$ cat src/rtl/vga_fb_arbiter_pkg.sv
// Shared timing constants and helpers for the VGA framebuffer arbiter.
// Row base address is built from shifts so no multiplier is inferred.
package vga_fb_arbiter_pkg;

    localparam int H_ACT          = 640;
    localparam int H_TOTAL        = 800;
    localparam int V_ACT          = 480;
    localparam int V_TOTAL        = 525;
    localparam int WORDS_PER_LINE = H_ACT / 4;
    localparam int FB_WORDS       = 19200;

    // Last in-line prefetch column, and the column that fetches the next row.
    localparam int SLOT_X_END  = 4 * (WORDS_PER_LINE - 1);
    localparam int ROW_FETCH_X = H_TOTAL - 4;

    localparam int ROW_W = 17;

    // y*160 as (y<<7)+(y<<5)
    function automatic logic [ROW_W-1:0] row_base(input logic [9:0] row);
        logic [ROW_W-1:0] r;
        r = ROW_W'(row);
        return (r << 7) + (r << 5);
    endfunction

endpackage

$ cat src/rtl/vga_fb_arbiter_fifo.sv
// fb_wr_fifo: small write queue holding {address, word} entries.
// Pushes are ignored when full, pops are ignored when empty.
module fb_wr_fifo #(
    parameter int WIDTH = 31,
    parameter int DEPTH = 4
) (
    input  logic                       clock,
    input  logic                       reset_n,
    input  logic                       push,
    input  logic [WIDTH-1:0]           push_data,
    input  logic                       pop,
    output logic [WIDTH-1:0]           head,
    output logic                       full,
    output logic                       empty,
    output logic [$clog2(DEPTH):0]     count
);

    localparam int PW = $clog2(DEPTH);

    logic [WIDTH-1:0] mem [DEPTH];
    logic [PW-1:0]    wr_ptr;
    logic [PW-1:0]    rd_ptr;
    logic             do_push;
    logic             do_pop;

    assign full    = (count == (PW + 1)'(DEPTH));
    assign empty   = (count == '0);
    assign do_push = push & ~full;
    assign do_pop  = pop & ~empty;
    assign head    = mem[rd_ptr];

    // Entry storage; no reset needed since count guards every read.
    always_ff @(posedge clock) begin
        if (do_push) mem[wr_ptr] <= push_data;
    end

    // Pointers and occupancy; push+pop together leaves count unchanged.
    always_ff @(posedge clock or negedge reset_n) begin
        if (!reset_n) begin
            wr_ptr <= '0;
            rd_ptr <= '0;
            count  <= '0;
        end else begin
            if (do_push) wr_ptr <= wr_ptr + 1'b1;
            if (do_pop)  rd_ptr <= rd_ptr + 1'b1;
            unique case ({do_push, do_pop})
                2'b10:   count <= count + 1'b1;
                2'b01:   count <= count - 1'b1;
                default: count <= count;
            endcase
        end
    end

endmodule

$ cat src/rtl/vga_fb_arbiter.sv
// vga_fb_arbiter: shares one single-port framebuffer RAM between
// beam-ahead scan-out prefetch and a queued pixel writer.
module vga_fb_arbiter #(
    parameter int PIX_W      = 4,
    parameter int ADDR_W     = 15,
    parameter int FIFO_DEPTH = 4
) (
    input  logic                 clock,
    input  logic                 reset_n,
    input  logic [9:0]           x,
    input  logic [9:0]           y,
    input  logic                 video,
    output logic [PIX_W-1:0]     pix_out,
    output logic                 pix_valid,
    input  logic                 wr_valid,
    output logic                 wr_ready,
    input  logic [ADDR_W-1:0]    wr_addr,
    input  logic [4*PIX_W-1:0]   wr_data,
    output logic [ADDR_W-1:0]    mem_addr,
    output logic                 mem_we,
    output logic [4*PIX_W-1:0]   mem_wdata,
    input  logic [4*PIX_W-1:0]   mem_rdata
);

    import vga_fb_arbiter_pkg::*;

    localparam int WORD_W = 4 * PIX_W;
    localparam int ENT_W  = ADDR_W + WORD_W;
    localparam int CNT_W  = $clog2(FIFO_DEPTH) + 1;

    logic [9:0]        next_row;
    logic              slot_pix;
    logic              slot_row;
    logic              slot;
    logic [ROW_W-1:0]  pix_word;
    logic [ROW_W-1:0]  row_word;
    logic [ADDR_W-1:0] scan_addr;
    logic [ENT_W-1:0]  head;
    logic [ADDR_W-1:0] head_addr;
    logic [WORD_W-1:0] head_data;
    logic              head_ok;
    logic              fifo_full;
    logic              fifo_empty;
    logic              fifo_pop;
    logic [CNT_W-1:0]  fifo_count;
    logic              rd_pend;
    logic [WORD_W-1:0] cur;
    logic [WORD_W-1:0] nxt;
    logic [PIX_W-1:0]  pix_sel;

    // Slot decode: in-line prefetch one word ahead, or row start at x=796.
    assign next_row = (y == 10'(V_TOTAL - 1)) ? 10'd0 : y + 10'd1;
    assign slot_pix = video && (x[1:0] == 2'd0) && (x < 10'(SLOT_X_END));
    assign slot_row = (x == 10'(ROW_FETCH_X)) && (next_row < 10'(V_ACT));
    assign slot     = slot_pix | slot_row;

    assign pix_word  = row_base(y) + ROW_W'(x[9:2]) + ROW_W'(1);
    assign row_word  = row_base(next_row);
    assign scan_addr = slot_pix ? ADDR_W'(pix_word) : ADDR_W'(row_word);

    fb_wr_fifo #(
        .WIDTH (ENT_W),
        .DEPTH (FIFO_DEPTH)
    ) u_fifo (
        .clock     (clock),
        .reset_n   (reset_n),
        .push      (wr_valid),
        .push_data ({wr_addr, wr_data}),
        .pop       (fifo_pop),
        .head      (head),
        .full      (fifo_full),
        .empty     (fifo_empty),
        .count     (fifo_count)
    );

    assign {head_addr, head_data} = head;
    assign head_ok  = 32'(head_addr) < 32'(FB_WORDS);
    assign wr_ready = ~fifo_full;

    // Any cycle the beam does not need drains the queue head.
    assign fifo_pop  = ~slot & ~fifo_empty;
    assign mem_we    = fifo_pop & head_ok;
    assign mem_addr  = mem_we ? head_addr : (slot ? scan_addr : '0);
    assign mem_wdata = mem_we ? head_data : '0;

    assert property (@(posedge clock) disable iff (!reset_n)
        fifo_empty == (fifo_count == '0));

    // Flag the cycle after a slot, when RAM read data is valid.
    always_ff @(posedge clock or negedge reset_n) begin
        if (!reset_n) rd_pend <= 1'b0;
        else          rd_pend <= slot;
    end

    // nxt catches the prefetched word; cur takes it at each word boundary.
    always_ff @(posedge clock or negedge reset_n) begin
        if (!reset_n) begin
            nxt <= '0;
            cur <= '0;
        end else begin
            if (rd_pend)          nxt <= mem_rdata;
            if (x[1:0] == 2'd3)   cur <= nxt;
        end
    end

    assign pix_sel = cur[PIX_W * x[1:0] +: PIX_W];

    // Registered pixel select gives exactly one cycle of latency.
    always_ff @(posedge clock or negedge reset_n) begin
        if (!reset_n) begin
            pix_out   <= '0;
            pix_valid <= 1'b0;
        end else begin
            pix_out   <= video ? pix_sel : '0;
            pix_valid <= video;
        end
    end

endmodule

$ cat config.mk
export PLATFORM = sky130hd
export DESIGN_NAME = vga_fb_arbiter
export DESIGN_NICKNAME = d
export VERILOG_FILES = /design/src/rtl/vga_fb_arbiter_pkg.sv /design/src/rtl/vga_fb_arbiter_fifo.sv /design/src/rtl/vga_fb_arbiter.sv
export SDC_FILE = /design/constraint.sdc
export NUM_CORES = 1
export LEC_CHECK = 0
export BUFFER_PORTS_ARGS = -buffer_cell sky130_fd_sc_hd__buf_4
export CORE_MARGIN = 8
export CORE_UTILIZATION = 45
export CTS_BUF_LIST = sky130_fd_sc_hd__clkbuf_2 sky130_fd_sc_hd__clkbuf_4 sky130_fd_sc_hd__clkbuf_8
export DETAILED_ROUTE_END_ITERATION = 12
export GPL_TIMING_DRIVEN = 0
export PLACE_DENSITY = 0.73
export SETUP_SLACK_MARGIN = 0.2
export SLEW_MARGIN = 20
export SYNTH_ARGS = -nofsm -noshare
export SYNTH_HDL_FRONTEND = slang
export SYNTH_HIERARCHICAL = 1
export SYNTH_SLANG_ARGS = --single-unit
$ cat constraint.sdc
create_clock -name clock -period 6.2 [get_ports clock]
set_input_delay 1.86 -clock clock [delete_from_list [all_inputs] [get_ports clock]]
set_output_delay 1.86 -clock clock [all_outputs]
set_load 0.005 [all_outputs]
Yosys cells after proc, flatten, opt, wreduce, memory -nomap -nowiden
Memory sizes are Yosys's and may differ from the RTL's.
Index checks and enable logic that the tools add are counted.
{"block": "word_totals", "reg_bits": 45, "mem_bits_rw": 124, "in_bits": 71, "output_inout_bits": 38, "word_cells": 51, "n_memories": 1}
{"memory": "u_fifo.mem", "depth": 4, "width": 31, "rd": 1, "rd_ports_with_merged_regs": 0, "wr": 1, "line": "vga_fb_arbiter_fifo.sv:20", "rtl": "logic [WIDTH-1:0] mem [DEPTH];"}
{"block": "op_classes", "add_sub_neg": 9, "order_cmp": 3, "n_eq_ne": 6, "n_shift": 1, "muxes": 9, "n_bitwise": 8, "n_reduce_logical": 6}
{"cell": "15-bit 2-to-1 mux", "count": 3}
{"cell": "15-bit adder", "count": 2}
{"cell": "10-bit == test, second input constant", "count": 2}
{"cell": "16-bit 2-to-1 mux", "count": 1}
{"cell": "16-bit by 5-bit variable part select with 4-bit output", "count": 1}
{"cell": "15-bit by 1-bit adder with 15-bit output, second input constant", "count": 1}
{"cell": "15-bit by 8-bit adder with 15-bit output", "count": 1}
{"cell": "15-bit less-than comparator, second input constant", "count": 1}
{"cell": "10-bit by 1-bit adder with 10-bit output, second input constant", "count": 1}
{"cell": "10-bit less-than comparator, second input constant", "count": 1}
{"cell": "10-bit by 9-bit less-than comparator with 1-bit output, second input constant", "count": 1}
{"cell": "10-bit 2-to-1 mux", "count": 1}
{"cell": "3-bit case mux with 2 select lines", "count": 1}
{"cell": "2-bit by 1-bit adder with 2-bit output, second input constant", "count": 2}
{"cell": "1-bit bitwise AND", "count": 4}
{"cell": "2-bit == test, second input constant", "count": 2}
{"cell": "4-bit 2-to-1 mux", "count": 1}
{"cell": "3-bit by 1-bit adder with 3-bit output, second input constant", "count": 1}
{"cell": "3-bit == test, second input constant", "count": 1}
{"cell": "1-bit logical AND", "count": 3}
{"cell": "3-bit zero test", "count": 1}
{"cell": "1-bit NOT", "count": 3}
{"cell": "3-bit by 1-bit subtractor with 3-bit output, second input constant", "count": 1}
{"cell": "2-bit by 1-bit == test with 1-bit output, second input constant", "count": 1}
{"cell": "4 further kinds", "count": 5}

Depth between registers and ports, before layout
Gate-level depths: netlist (run 1).
{"block": "depth", "word_depth": 10, "ltp_mapped": 15, "ltp_nobuf": 14}

Cells and area by module
Netlist (run 1), hierarchy kept.
{"mod": "fb_wr_fifo", "instances": 1, "cells_each": 199, "area_per_inst_um2": 4941.0, "seq_area_each_um2": 3898.7}
{"mod": "vga_fb_arbiter", "instances": 1, "cells_each": 287, "area_per_inst_um2": 2964.1, "seq_area_each_um2": 950.9}

Worst setup path after synthesis (run 1)
OpenSTA, ideal clock, no wires.
{"block": "synth_timing", "path_kind": "input-to-output", "startpoint": "input y[7]", "endpoint": "output mem_addr[13]", "arrival_time_ns": 4.137, "required_ns": 4.340, "path_slack_ns": 0.203, "path_stages": 13, "path_buffers": 1, "cell_sequence": "nor4_1 -> and3_1 -> and3b_1 -> clkbuf_1 -> nor2_1 -> ha_1 -> fa_1 -> a21o_1 -> a21oi_1 -> o21bai_1 -> a21oi_1 -> xor2_1 -> o21ai_0"}
{"block": "synth_between", "elab_chain_cells": 9, "word_cells_on_any_way": 16}
{"element": "start, declared", "line": "vga_fb_arbiter.sv:11", "rtl": "input logic [9:0] y,"}
{"element": "branches (longest 8 deep; another with 15-bit adder)"}
{"element": "15-bit 2-to-1 mux *", "line": "vga_fb_arbiter.sv:83", "rtl": "assign mem_addr = mem_we ? head_addr : (slot ? scan_addr : '0);"}
{"element": "end, declared", "line": "vga_fb_arbiter.sv:19", "rtl": "output logic [ADDR_W-1:0] mem_addr,"}
Mark *: on every way between the ends.

Worst setup path after layout (run 1)
{"block": "layout_timing", "startpoint": "input y[4]", "endpoint": "output mem_addr[13]"}
Same word-level chain as after synthesis.

==> results of run 1 <==
[cells by family after synthesis]
kind of cell / count (synthesis)
muxes: 69
adders and majority gates: 35
DFF: 169
and+or+nand+nor: 92
buffers and inverters: 37
AOI/OAI and AO/OA: 50
xor gates and xnor gates: 34
[final timing paths]
kind | start | end | slack [ns] | cells past startpoint
worst max-delay path | y[4] | mem_addr[13] | -0.02 | 15
worst min-delay path | nxt[6] | cur[6] | 0.51 | 1
worst max register to register | u_fifo/count[0] | u_fifo/count[2] | 4.12 | 9
worst min register to register | nxt[6] | cur[6] | 0.51 | 1
max in group asynchronous | reset_n | nxt[1] | 4.41 | 1
min in group asynchronous | reset_n | nxt[5] | 1.40 | 1
[through the flow]
| step | std cells | setup slack [ns] | cell area, um^2 | utilization |
|---|---|---|---|---|
| after floorplan | 486 | 0.203 | 7910 | - |
| after global placement | 818 | -0.400 | 8990 | 0.522 |
| after detailed placement | 822 | -0.516 | 9090 | 0.527 |
| after CTS | 859 | -0.0442 | 9740 | 0.565 |
| after global routing | 863 | -0.119 | 9810 | 0.569 |
| final | 864 | -0.0179 | 9820 | 0.570 |
[flip-flops by register name (all words and copies together) (netlist names)]
name           count
pix_out            4
u_fifo/wr_ptr      2
u_fifo/count       3
u_fifo/mem       124
u_fifo/rd_ptr      2
cur               16
pix_valid          1
rd_pend            1
nxt               16
[critical path, stage by stage]
cell and delay [ns]:
buf_8 0.10, nor4_4 0.25, and3_1 0.20, and3b_1 0.19, buf_8 0.15, nor2_4 0.05, ha_4 0.17, fa_2 0.34
a21o_1 0.17, a21oi_2 0.15, o21bai_1 0.13, a21oi_2 0.18, xor2_1 0.16, o21ai_1 0.09, buf_4 0.17
[repair_timing]
action | CTS | global route
pin swaps | 24 | 10
gates resized for setup | 43 | 9
hold buffers | 0 | 0
setup endpoints to repair | 13 | 21
setup buffers | 5 | 4
[routing by layer]
metal | wire length, um | up-vias | global-route usage
li1 | - | 2189 | -
met1 | 7340 | 2357 | 0.205
met2 | 8640 | 155 | 0.268
met3 | 1350 | 19 | 0.0559
met4 | 250 | 0 | 0.0561
met5 | 0 | - | 0
[placed cells by master, fill, tap and decap left out, types with 6 or more instances in the layout]
cell type / netlist / routed
inv_1: 19 / 18
and3_1: 20 / 19
and2_1: 10 / 6
mux4_2: 32 / 32
nor2_1: 22 / 18
nand3_1: 6 / 6
buf_12: 3 / 6
clkbuf_8: 0 / 17
buf_4: 0 / 111
buf_6: 3 / 6
ha_1: 32 / 28
mux2_2: 33 / 33
nor3_1: 6 / 6
xnor2_1: 20 / 18
nand2_1: 9 / 9
dfrtp_1: 45 / 45
a221o_1: 8 / 8
edfxtp_1: 124 / 124
xor2_1: 14 / 14
[cell type report]
cell class / count / share of cell area
Antenna cell: 1 / 0.000255
Buffer: 18 / 0.0161
Clock buffer: 17 / 0.0238
Clock inverter: 15 / 0.0195
Inverter: 19 / 0.00726
Multi-Input combinational cell: 280 / 0.309
Sequential cell: 169 / 0.494
Tap cell: 225 / 0.0287
Timing Repair Buffer: 120 / 0.102
[power breakdown]
group	internal (mW)	switching (mW)	total (mW)
sequential	1.48	0.0868	1.57
clock	0.315	0.465	0.781
combinational	0.883	0.753	1.64
total	2.68	1.31	3.99
==> results by group, run 1 <==
STA
  – Final hold vios: 0
  – Final Slew Violations: 0
  – Fmax: 0.161 GHz
  – Worst-Margin Slew: 0.603 ns
  – Tcrit/Tclk final: 1.00
  – Final setup vio count: 1
  – RSZ-0062 raised after global routing: yes
  – Final min period: 6.22 ns
  – Relative slew slack: 0.598
  – Clock Skews: around 0.022 ns
  – Final hold slack: 0.508 ns
  – TNS Setup: -0.0179 ns
  – Setup ws final: -0.0179 ns

Final layout
  – Final #Nets: 731
  – Area of the multi-input gates: 3030 um^2
  – Filler cells: 1367
  – Synth-to-Final Area Change: 24.2%
  – Layout cells sized above 1: 0.417
  – Storage cell area: 4850 um^2

Placement
  – Gpl congestion: 0.828
  – Final HPWL DP: between 10000 and 15000 um
  – Port bufs: 107

Global routing
  – First-pass GRT wire length: 27900 um
  – Global Route Usage Sum: 0.166
  – Total gr overflow: 0
  – Initial antenna violation count: 0
  – Largest net degree at the start of global routing: 46
  – Number of global-route vias before repair: around 5100

Setup path
  – Critical path peak fanout: 6
  – Crit path kind: input port to output port
  – Worst setup EP type: output port
  – Startpoint Class: input port
  – Req. time, crit path: around 4.3 ns
  – WP data arrival: 4.36 ns

Worst hold path
  – Hold Path Class: flop to flop

Run status
  – Status: finished, violations left
  – Failing checks: setup timing

Drt
  – Final WL: approximately 18000 um
  – Post-route DRC: 0
  – ANT nets after route: 0
  – Routed via count: around 4700
  – Routed WL per cell: slightly above 20 um
  – DR pass1 iterations: 4
  – DR vias/cell: 5.46
  – Initial DRC count: 201

Yosys
  – Synthesized instance count: 486
  – Post-Syn Nets: 592
  – FF+latch count, synth: 169
  – Post-Synth Simple-Gate Area: 0.0641
  – Compound-Gate Fraction of Synth Area: 0.0499
  – Share of the synthesized area in the top cell type: 0.471
  – Main synth FF type: edfxtp_1
  – Main combinational cell family by area after synthesis: multiplexers
  – Synth Cell Area: 7910 um^2
  – Area leader, netlist: edfxtp_1
  – Part of the Yosys area used for sequential elements: 0.613
  – Post-synth EDFFs: 124
  – Top cells by count, synth: edfxtp_1 (124), dfrtp_1 (45), mux2_2 (33), ha_1 (32), mux4_2 (32)
  – Multiplexer share of the synthesized area: 0.149
  – Most area-consuming cells after synthesis: edfxtp_1 (47%), dfrtp_1 (14%), mux4_2 (9.1%), ha_1 (5.1%), mux2_2 (4.7%)
  – Adder-Cell Fraction of Synth Area: 0.0582
  – Yosys cell types: 54
  – Yosys warns: 6
  – Post-synth ARST share: 0.266
  – Most frequent cell after synthesis: edfxtp_1
  – Average cell area after synthesis: 16.3 um^2
  – Synth Area in XOR/XNOR: 0.0377

Clock network
  – CTS Root Cell: clkbuf_8
  – CTS max path bufs: 2
  – Sink Count: 169
  – Worst-path clk slew: 0.10 ns
  – Total CTS buffers: 17
  – CTS tree: done
  – Insertion delay to the later sink of the worst-skew pair: roughly 0.46 ns
  – # H-tree levels: 4

Job
  – Max Cap Violations: 0

Floorplanning
  – I/O Pins: 109
  – Core box area: ~17000 um^2
  – Initial Util: 0.459
  – Die Wd: 149 um
  – Area of the die: between 20000 and 25000 um^2
  – Rows: 48
  – Chip height: 149 um

Power
  – Leak: 3.87 nW
  – Design Power: 3.99 mW
  – IR drop worst, VDD: 0.284 mV
  – Power Density: 406 nW/um^2
Power figures use the tool's default switching activity.
==> inputs of run 2 (changes only) <==
--- a/config.mk
+++ b/config.mk
@@ -5,13 +5,14 @@
 export SDC_FILE = /design/constraint.sdc
 export NUM_CORES = 1
 export LEC_CHECK = 0
+export ABC_AREA = 1
 export BUFFER_PORTS_ARGS = -buffer_cell sky130_fd_sc_hd__buf_4
 export CORE_MARGIN = 8
 export CORE_UTILIZATION = 45
 export CTS_BUF_LIST = sky130_fd_sc_hd__clkbuf_2 sky130_fd_sc_hd__clkbuf_4 sky130_fd_sc_hd__clkbuf_8
 export DETAILED_ROUTE_END_ITERATION = 12
 export GPL_TIMING_DRIVEN = 0
-export PLACE_DENSITY = 0.73
+export PLACE_DENSITY = 0.72
 export SETUP_SLACK_MARGIN = 0.2
 export SLEW_MARGIN = 20
 export SYNTH_ARGS = -nofsm -noshare
==> run 2 against run 1 <==
Compared with the run above: the flow now finishes without violations; cell count increased by 58%; die area grew 12%; core utilization is 1.3 points lower; area after synthesis rose by 13%; combinational power rose by 24%; global-route usage rose by 1.1 points; critical path depth fell by 1; via count grew 45%; total power is 9.9% higher; non-clock buffer count rose by 9; hold slack lost 0.015 ns; critical path type unchanged; critical endpoint is now mem_addr[12]; largest power group unchanged.
==> results by group, run 2 <==
Global routing
  – Initial antenna violation count: 1 (+1)
  – Global Route Usage Sum: 0.177 (+0.0108)
  – Number of global-route vias before repair: 6685 (+30%)
  – First-pass GRT wire length: 33900 um (+21%)
  – Largest net degree at the start of global routing: 46 (unchanged)
  – Total gr overflow: 0 (unchanged)

Clock network
  – Hold buffer count at cts: 0 (unchanged)
  – CTS Root Cell: clkbuf_8
  – CTS max path bufs: 2 (unchanged)
  – Sink Count: 169 (unchanged)
  – # H-tree levels: 4 (unchanged)
  – Insertion delay to the later sink of the worst-skew pair: 0.46 ns (about the same)
  – Worst-path clk slew: 0.09 ns (about the same)
  – Total CTS buffers: 17 (unchanged)
  – CTS tree: done

Drt
  – Routed via count: 6822 (+45%)
  – Final WL: 21300 um (+21%)
  – ANT nets after route: 0 (unchanged)
  – Initial DRC count: 403 (+100%)
  – DR pass1 iterations: 4 (unchanged)
  – Routed WL per cell: 15.6 um (-23%)
  – Post-route DRC: 0 (unchanged)
  – DR vias/cell: 5.01 (-8.3%)

Final layout
  – Storage cell area: 4850 um^2 (unchanged)
  – Synth-to-Final Area Change: 21.4%
  – Filler cells: 1725 (+26%)
  – Final #Nets: 1189 (+63%)
  – Most flops, register: u_fifo/mem
  – Area of the multi-input gates: 3380 um^2 (+12%)
  – Max FFs per register: 124 (unchanged)
  – Layout cells sized above 1: 0.238 (-0.179)
  – Most frequent cells in the layout: nand2_1 (239), inv_1 (175), edfxtp_1 (124), buf_4 (110), nor2_1 (57)
  – Commonest non-fill, non-tap cell in the layout: nand2_1
  – Fin area: 10900 um^2 (+11%)
  – Regs by FF count: u_fifo/mem: 124 flops, cur: 16 flops, nxt: 16 flops
  – Layout Utilization: 0.557 (-0.0127)

Run status
  – Status: finished, final reports clean

Worst hold path
  – Worst hold path depth: 2 (+1)
  – Hold Path Class: flop to flop

Power
  – IR drop worst, VDD: 0.362 mV (+28%)
  – Switching Share: 0.393 (+0.0655)
  – Clock network fraction of total power: 0.184 (-0.012)
  – P_int: 2.66 mW (-0.84%)
  – Leak: 5.04 nW (+30%)
  – Psw: 1.72 mW (+32%)
  – Reg power frac: 0.350 (-0.044)
  – Power Density: 403 nW/um^2 (-0.82%)
  – Gate power share: 0.466 (+0.056)

Yosys
  – Area leader, netlist: edfxtp_1
  – Adder-Cell Fraction of Synth Area: 0.0514 (-0.00682)
  – Main synth FF type: edfxtp_1
  – Synthesized instance count: 948 (+95%)
  – Main combinational cell family by area after synthesis: simple AND/OR/NAND/NOR gates
  – Synth Cell Area: 8950 um^2 (+13%)
  – Synth Area in XOR/XNOR: 0.00978 (-0.0279)
  – FF+latch count, synth: 169 (unchanged)
  – Average cell area after synthesis: 9.44 um^2 (-42%)
  – Post-synth ARST share: 0.266 (unchanged)
  – Most frequent cell after synthesis: nand2_1
  – Multiplexer share of the synthesized area: 0 (-0.149)
  – Top cells by count, synth: nand2_1 (243), inv_1 (178), edfxtp_1 (124), nor2_1 (63), o21ai_0 (50)
  – Compound-Gate Fraction of Synth Area: 0.127 (+0.0772)
  – Post-Syn Nets: 1054 (+78%)
  – Post-synth EDFFs: 124 (unchanged)
  – Share of the synthesized area in the top cell type: 0.416 (-0.0552)
  – Yosys cell types: 35 (-35%)
  – Part of the Yosys area used for sequential elements: 0.542 (-0.0718)
  – Yosys warns: 6 (unchanged)
  – Most area-consuming cells after synthesis: edfxtp_1 (42%), dfrtp_1 (13%), nand2_1 (10%), inv_1 (7.5%), ha_1 (4.5%)
  – Post-Synth Simple-Gate Area: 0.170 (+0.105)

Floorplanning
  – Core box area: 19500 um^2 (+13%)
  – Die Wd: 157 um (+5.7%)
  – I/O Pins: 109 (unchanged)
  – Rows: 51 (+6.3%)
  – Area of the die: 24700 um^2 (+12%)
  – Initial Util: 0.459 (about the same)
  – Chip height: 157 um (+5.7%)

Job
  – Max Cap Violations: 0 (unchanged)

Setup path
  – Crit path kind: input port to output port
  – Buf+Inv Stages, Crit Path: 4 (+1)
  – WP depth: 14 (-1)
  – CP max stage cell: fa_1
  – Worst path cell trace: buf_4, inv_2, fa_1, inv_1, ha_4, nand2_1, nor3_2, nand3_1, nand3_2, xor2_1, nand2_1, nand3_1, o21ai_2, buf_4
  – Max incr delay on CP: 0.50 ns (+0.16 ns)
  – R2R depth: 13 (+4)
  – Req. time, crit path: 4.34 ns (about the same)
  – WP data arrival: 4.03 ns (-0.33 ns)
  – Critical path peak fanout: 5 (-1)
  – Startpoint Class: input port
  – Worst setup EP type: output port
  – Cell family with most CP delay: adder cells

STA
  – Final hold vios: 0 (unchanged)
  – Final setup vio count: 0 (-1)
  – Final min period: 5.89 ns (-0.331 ns)
  – RSZ-0062 raised after global routing: no
  – Fmax: 0.170 GHz (+5.6%)
  – Relative slew slack: 0.565 (-0.0334)
  – Tcrit/Tclk final: 0.950 (-0.0534)
  – Worst-Margin Slew: 0.651 ns (+0.0485 ns)
  – Clock Skews: 0.0153 ns (-0.00700 ns)
  – Final Slew Violations: 0 (unchanged)
  – TNS Setup: 0 ns (+0.0179 ns)

Placement
  – Gpl congestion: 0.928 (+12%)
  – Port bufs: 108 (+0.93%)
  – Area after DPL: 10200 um^2 (+13%)
  – Final HPWL DP: 15600 um (+24%)
run 2: cell types whose count changed after synthesis, sizes merged, moves of 10 or more:
cell / delta
buf: +13
mux4: -35
nand3: +31
xnor2: -15
and2: -10
mux2: -33
o211ai: +63
and3: -20
inv: +166
nor2: +42
o21ai: +57
nand2: +237
run 2: per-layer routing:
metal  vias up  GRT usage  share of wire
met2       211      0.297           0.49
met5         -          0              0
met4         0     0.0648          0.021
li1       3374          -              -
met1      3204      0.219           0.43
met3        33     0.0409          0.063
run 2: path summary, 6_finish.rpt:
check,startpoint,to,slack [ns]
max,y[2],mem_addr[12],0.31
min,cur[14],cur[14],0.49
max reg2reg,u_fifo/count[2],u_fifo/count[2],3.96
min reg2reg,cur[14],cur[14],0.49
max in group asynchronous,reset_n,rd_pend,4.41
min in group asynchronous,reset_n,u_fifo/rd_ptr[1],1.39
run 2: layout make-up:
cell class | instances | share of cell area
buffer | 31 | 0.0190
inverter | 185 | 0.0648
clock inverter | 14 | 0.0168
multi-input combinational | 563 | 0.311
sequential | 169 | 0.446
tap | 265 | 0.0305
timing repair buffer | 116 | 0.0892
antenna | 1 | 0.000230
clock buffer | 18 | 0.0222
run 2: repair_timing:
item,in CTS,in global routing
setup endpoints to repair,5,7
endpoints found under the hold margin,0,0
setup buffers,0,4
cloned,0,0
resized for setup,5,39
pin swaps,0,7
run 2: worst min-delay path, stage by stage (launching register included):
cell	delay [ns]
dfrtp_1	0.35
nand2_1	0.05
o21ai_0	0.06
run 2: metrics by stage:
stage               std cells  setup WS, ns  total power [mW]  hold slack, ns
floorplan                 948         0.641              2.76           0.448
global placement         1321      -0.00138              3.49           0.463
detailed placement       1325       -0.0541              3.60           0.468
CTS                      1357         0.205              4.40           0.490
global route             1362         0.168              4.68           0.505
finish                   1362         0.313              4.38           0.493
run 2: cells by family after synthesis:
logic type,after synthesis
flip-flops,169
adder cells (fa/ha/maj),35
XOR/XNOR,10
buffers and inverters,216
AND/OR/NAND/NOR,368
AO/OA/AOI/OAI,150
run 2: power by group through the flow:
stage          Clock (mW)  Sequential [mW]  Combinational (mW)
5_1_grt             0.867             1.55                2.26
3_3_place_gp            0             1.57                1.93
6_report            0.806             1.53                2.04
4_1_cts             0.820             1.53                2.05
3_5_place_dp            0             1.56                2.04
2_1_floorplan           0             1.55                1.21
==> inputs of run 3 (changes only) <==
--- a/config.mk
+++ b/config.mk
@@ -7,6 +7,7 @@
 export LEC_CHECK = 0
 export ABC_AREA = 1
 export BUFFER_PORTS_ARGS = -buffer_cell sky130_fd_sc_hd__buf_4
+export CORE_ASPECT_RATIO = 0.5
 export CORE_MARGIN = 8
 export CORE_UTILIZATION = 45
 export CTS_BUF_LIST = sky130_fd_sc_hd__clkbuf_2 sky130_fd_sc_hd__clkbuf_4 sky130_fd_sc_hd__clkbuf_8
==> run 3 against run 2 <==
Compared with the run above: combinational power barely moved; setup slack got worse by 0.036 ns; die area is 1.1% higher; register-to-register slack is essentially flat; critical endpoint unchanged; highest routed layer unchanged.
==> results by group, run 3 (synthesis results as in run 2) <==
Placement
  – Port bufs: 108 (unchanged)
  – Final HPWL DP: 15700 um (+0.51%)
  – Pre-CTS worst setup slack: 0.0387 ns (+0.0928 ns)
  – Gpl congestion: 0.907 (-2.2%)
  – Inst Count DP: 1326 (+0.075%)

STA
  – Clock Skews: 0.0171 ns (+0.00175 ns)
  – Final min period: 5.92 ns (+0.0358 ns)
  – TNS Setup: 0 ns (unchanged)
  – Worst-Margin Slew: 0.699 ns (+0.0475 ns)
  – Tcrit/Tclk final: 0.955 (+0.00578)
  – Final hold slack: 0.497 ns (+0.00396 ns)
  – Setup ws final: 0.277 ns (-0.0358 ns)
  – Final setup vio count: 0 (unchanged)
  – Final hold vios: 0 (unchanged)
  – Relative slew slack: 0.533 (-0.0317)
  – Final Slew Violations: 0 (unchanged)
  – Fmax: 0.169 GHz (-0.61%)
  – RSZ-0062 raised after global routing: yes

Final layout
  – Final #Nets: 1190 (+0.084%)
  – Most frequent cells in the layout: nand2_1 (240), inv_1 (175), edfxtp_1 (124), buf_4 (114), nor2_1 (57)
  – Commonest non-fill, non-tap cell in the layout: nand2_1
  – Area of the multi-input gates: 3370 um^2 (-0.37%)
  – Regs by FF count: u_fifo/mem: 124 flops, cur: 16 flops, nxt: 16 flops
  – Filler cells: 1669 (-3.2%)
  – Synth-to-Final Area Change: 20.9%
  – Final cell count without fillers: 1365 (+0.22%)
  – Most flops, register: u_fifo/mem
  – Storage cell area: 4850 um^2 (unchanged)
  – Layout cells sized above 1: 0.240 (+0.00161)
  – Max FFs per register: 124 (unchanged)

Clock network
  – Sink Count: 169 (unchanged)
  – Insertion delay to the later sink of the worst-skew pair: 0.46 ns (about the same)
  – # H-tree levels: 4 (unchanged)
  – Total CTS buffers: 17 (unchanged)
  – CTS max path bufs: 2 (unchanged)
  – CTS tree: done
  – Worst-path clk slew: 0.10 ns (about the same)
  – CTS Root Cell: clkbuf_8

Drt
  – DR vias/cell: 4.95 (-1.1%)
  – Initial DRC count: 529 (+31%)
  – Routed via count: 6762 (-0.88%)
  – ANT nets after route: 0 (unchanged)
  – Final WL: 21600 um (+1.3%)
  – DR pass1 iterations: 7 (+3)
  – Post-route DRC: 0 (unchanged)
  – Routed WL per cell: 15.8 um (+1.1%)

Setup path
  – Startpoint Class: input port
  – WP data arrival: 4.06 ns (+0.03 ns)
  – Crit path kind: input port to output port
  – Critical path peak fanout: 5 (unchanged)
  – Worst setup EP type: output port
  – Req. time, crit path: 4.34 ns (about the same)

Floorplanning
  – Initial Util: 0.459 (+0.000529)
  – I/O Pins: 109 (unchanged)
  – Chip height: 116 um (-26%)
  – Core box area: 19500 um^2 (-0.12%)
  – Die Wd: 215 um (+37%)
  – Rows: 36 (-29%)
  – Area of the die: 24900 um^2 (+1.1%)

Run status
  – Status: finished, final reports clean

Power
  – Power Density: 401 nW/um^2 (-0.56%)
  – Design Power: 4.34 mW (-1.0%)
  – Leak: 5.03 nW (-0.28%)
  – IR drop worst, VDD: 0.252 mV (-31%)

Worst hold path
  – Hold Path Class: flop to flop

Global routing
  – Global Route Usage Sum: 0.173 (-0.00370)
  – Total gr overflow: 0 (unchanged)
  – Number of global-route vias before repair: 6781 (+1.4%)
  – Initial antenna violation count: 1 (unchanged)
  – Largest net degree at the start of global routing: 46 (unchanged)
  – First-pass GRT wire length: 34400 um (+1.7%)

Job
  – Max Cap Violations: 0 (unchanged)
[run 3: cell count changes in the layout (fill, tap and decap cells not counted), sizes merged]
cell,previous run,this run
clkinv,2,6
bufinv,2,0
buf,139,140
clkbuf,26,25
clkinvlp,4,3
diode,1,2
[run 3: worst paths after layout]
check                                 from          endpoint  slack (ns)  depth (start not counted)
min in group asynchronous          reset_n  u_fifo/rd_ptr[1]        1.39                          1
max in group asynchronous          reset_n           nxt[11]        4.42                          1
max                                   y[2]      mem_addr[12]        0.28                         14
min                                cur[14]           cur[14]        0.50                          2
min reg2reg                        cur[14]           cur[14]        0.50                          2
max reg2reg                u_fifo/count[2]   u_fifo/count[2]        3.95                         13
[run 3: where the power goes]
group	total [mW]	internal, mW	switching, mW	leakage (nW)
registers	1.54	1.46	0.0747	1.69
clock network	0.774	0.308	0.467	0.199
logic	2.03	0.813	1.21	3.14
total	4.34	2.58	1.75	5.03
[run 3: critical path: stages]
cell        delay, ns
buf_4            0.13
clkinvlp_4       0.11
fa_1             0.50
inv_1            0.06
ha_4             0.28
nand2_2          0.09
nor3_4           0.21
nand3_1          0.09
nand3_1          0.13
xor2_2           0.23
nand2_1          0.08
nand3_1          0.09
o21ai_2          0.07
buf_4            0.13
[run 3: routing by layer]
metal | part of all wire | track usage | vias to the layer above
li1 | - | - | 3374
met1 | 0.44 | 0.214 | 3197
met2 | 0.49 | 0.300 | 155
met3 | 0.042 | 0.0373 | 36
met4 | 0.024 | 0.0614 | 0
met5 | 0 | 0 | -
[run 3: per-stage QoR]
stage / utilization / instance area [um^2]
floorplan: - / 8950
global placement: 0.518 / 10100
detailed placement: 0.524 / 10200
CTS: 0.546 / 10700
global route: 0.555 / 10800
finish: 0.555 / 10800
[run 3: layout make-up]
type | instances | area share
Antenna cell | 2 | 0.000462
Tap cell | 266 | 0.0308
Timing Repair Buffer | 117 | 0.0877
Inverter | 185 | 0.0647
Clock buffer | 17 | 0.0216
Sequential cell | 169 | 0.448
Buffer | 31 | 0.0191
Multi-Input combinational cell | 563 | 0.312
Clock inverter | 15 | 0.0160
[run 3: repair_timing]
item | in CTS | in global routing
pin swaps | 1 | 7
hold endpoints to repair | 0 | 0
gates resized for setup | 5 | 31
endpoints found under the setup margin | 5 | 7
setup buffers | 1 | 4
hold buffers | 0 | 0
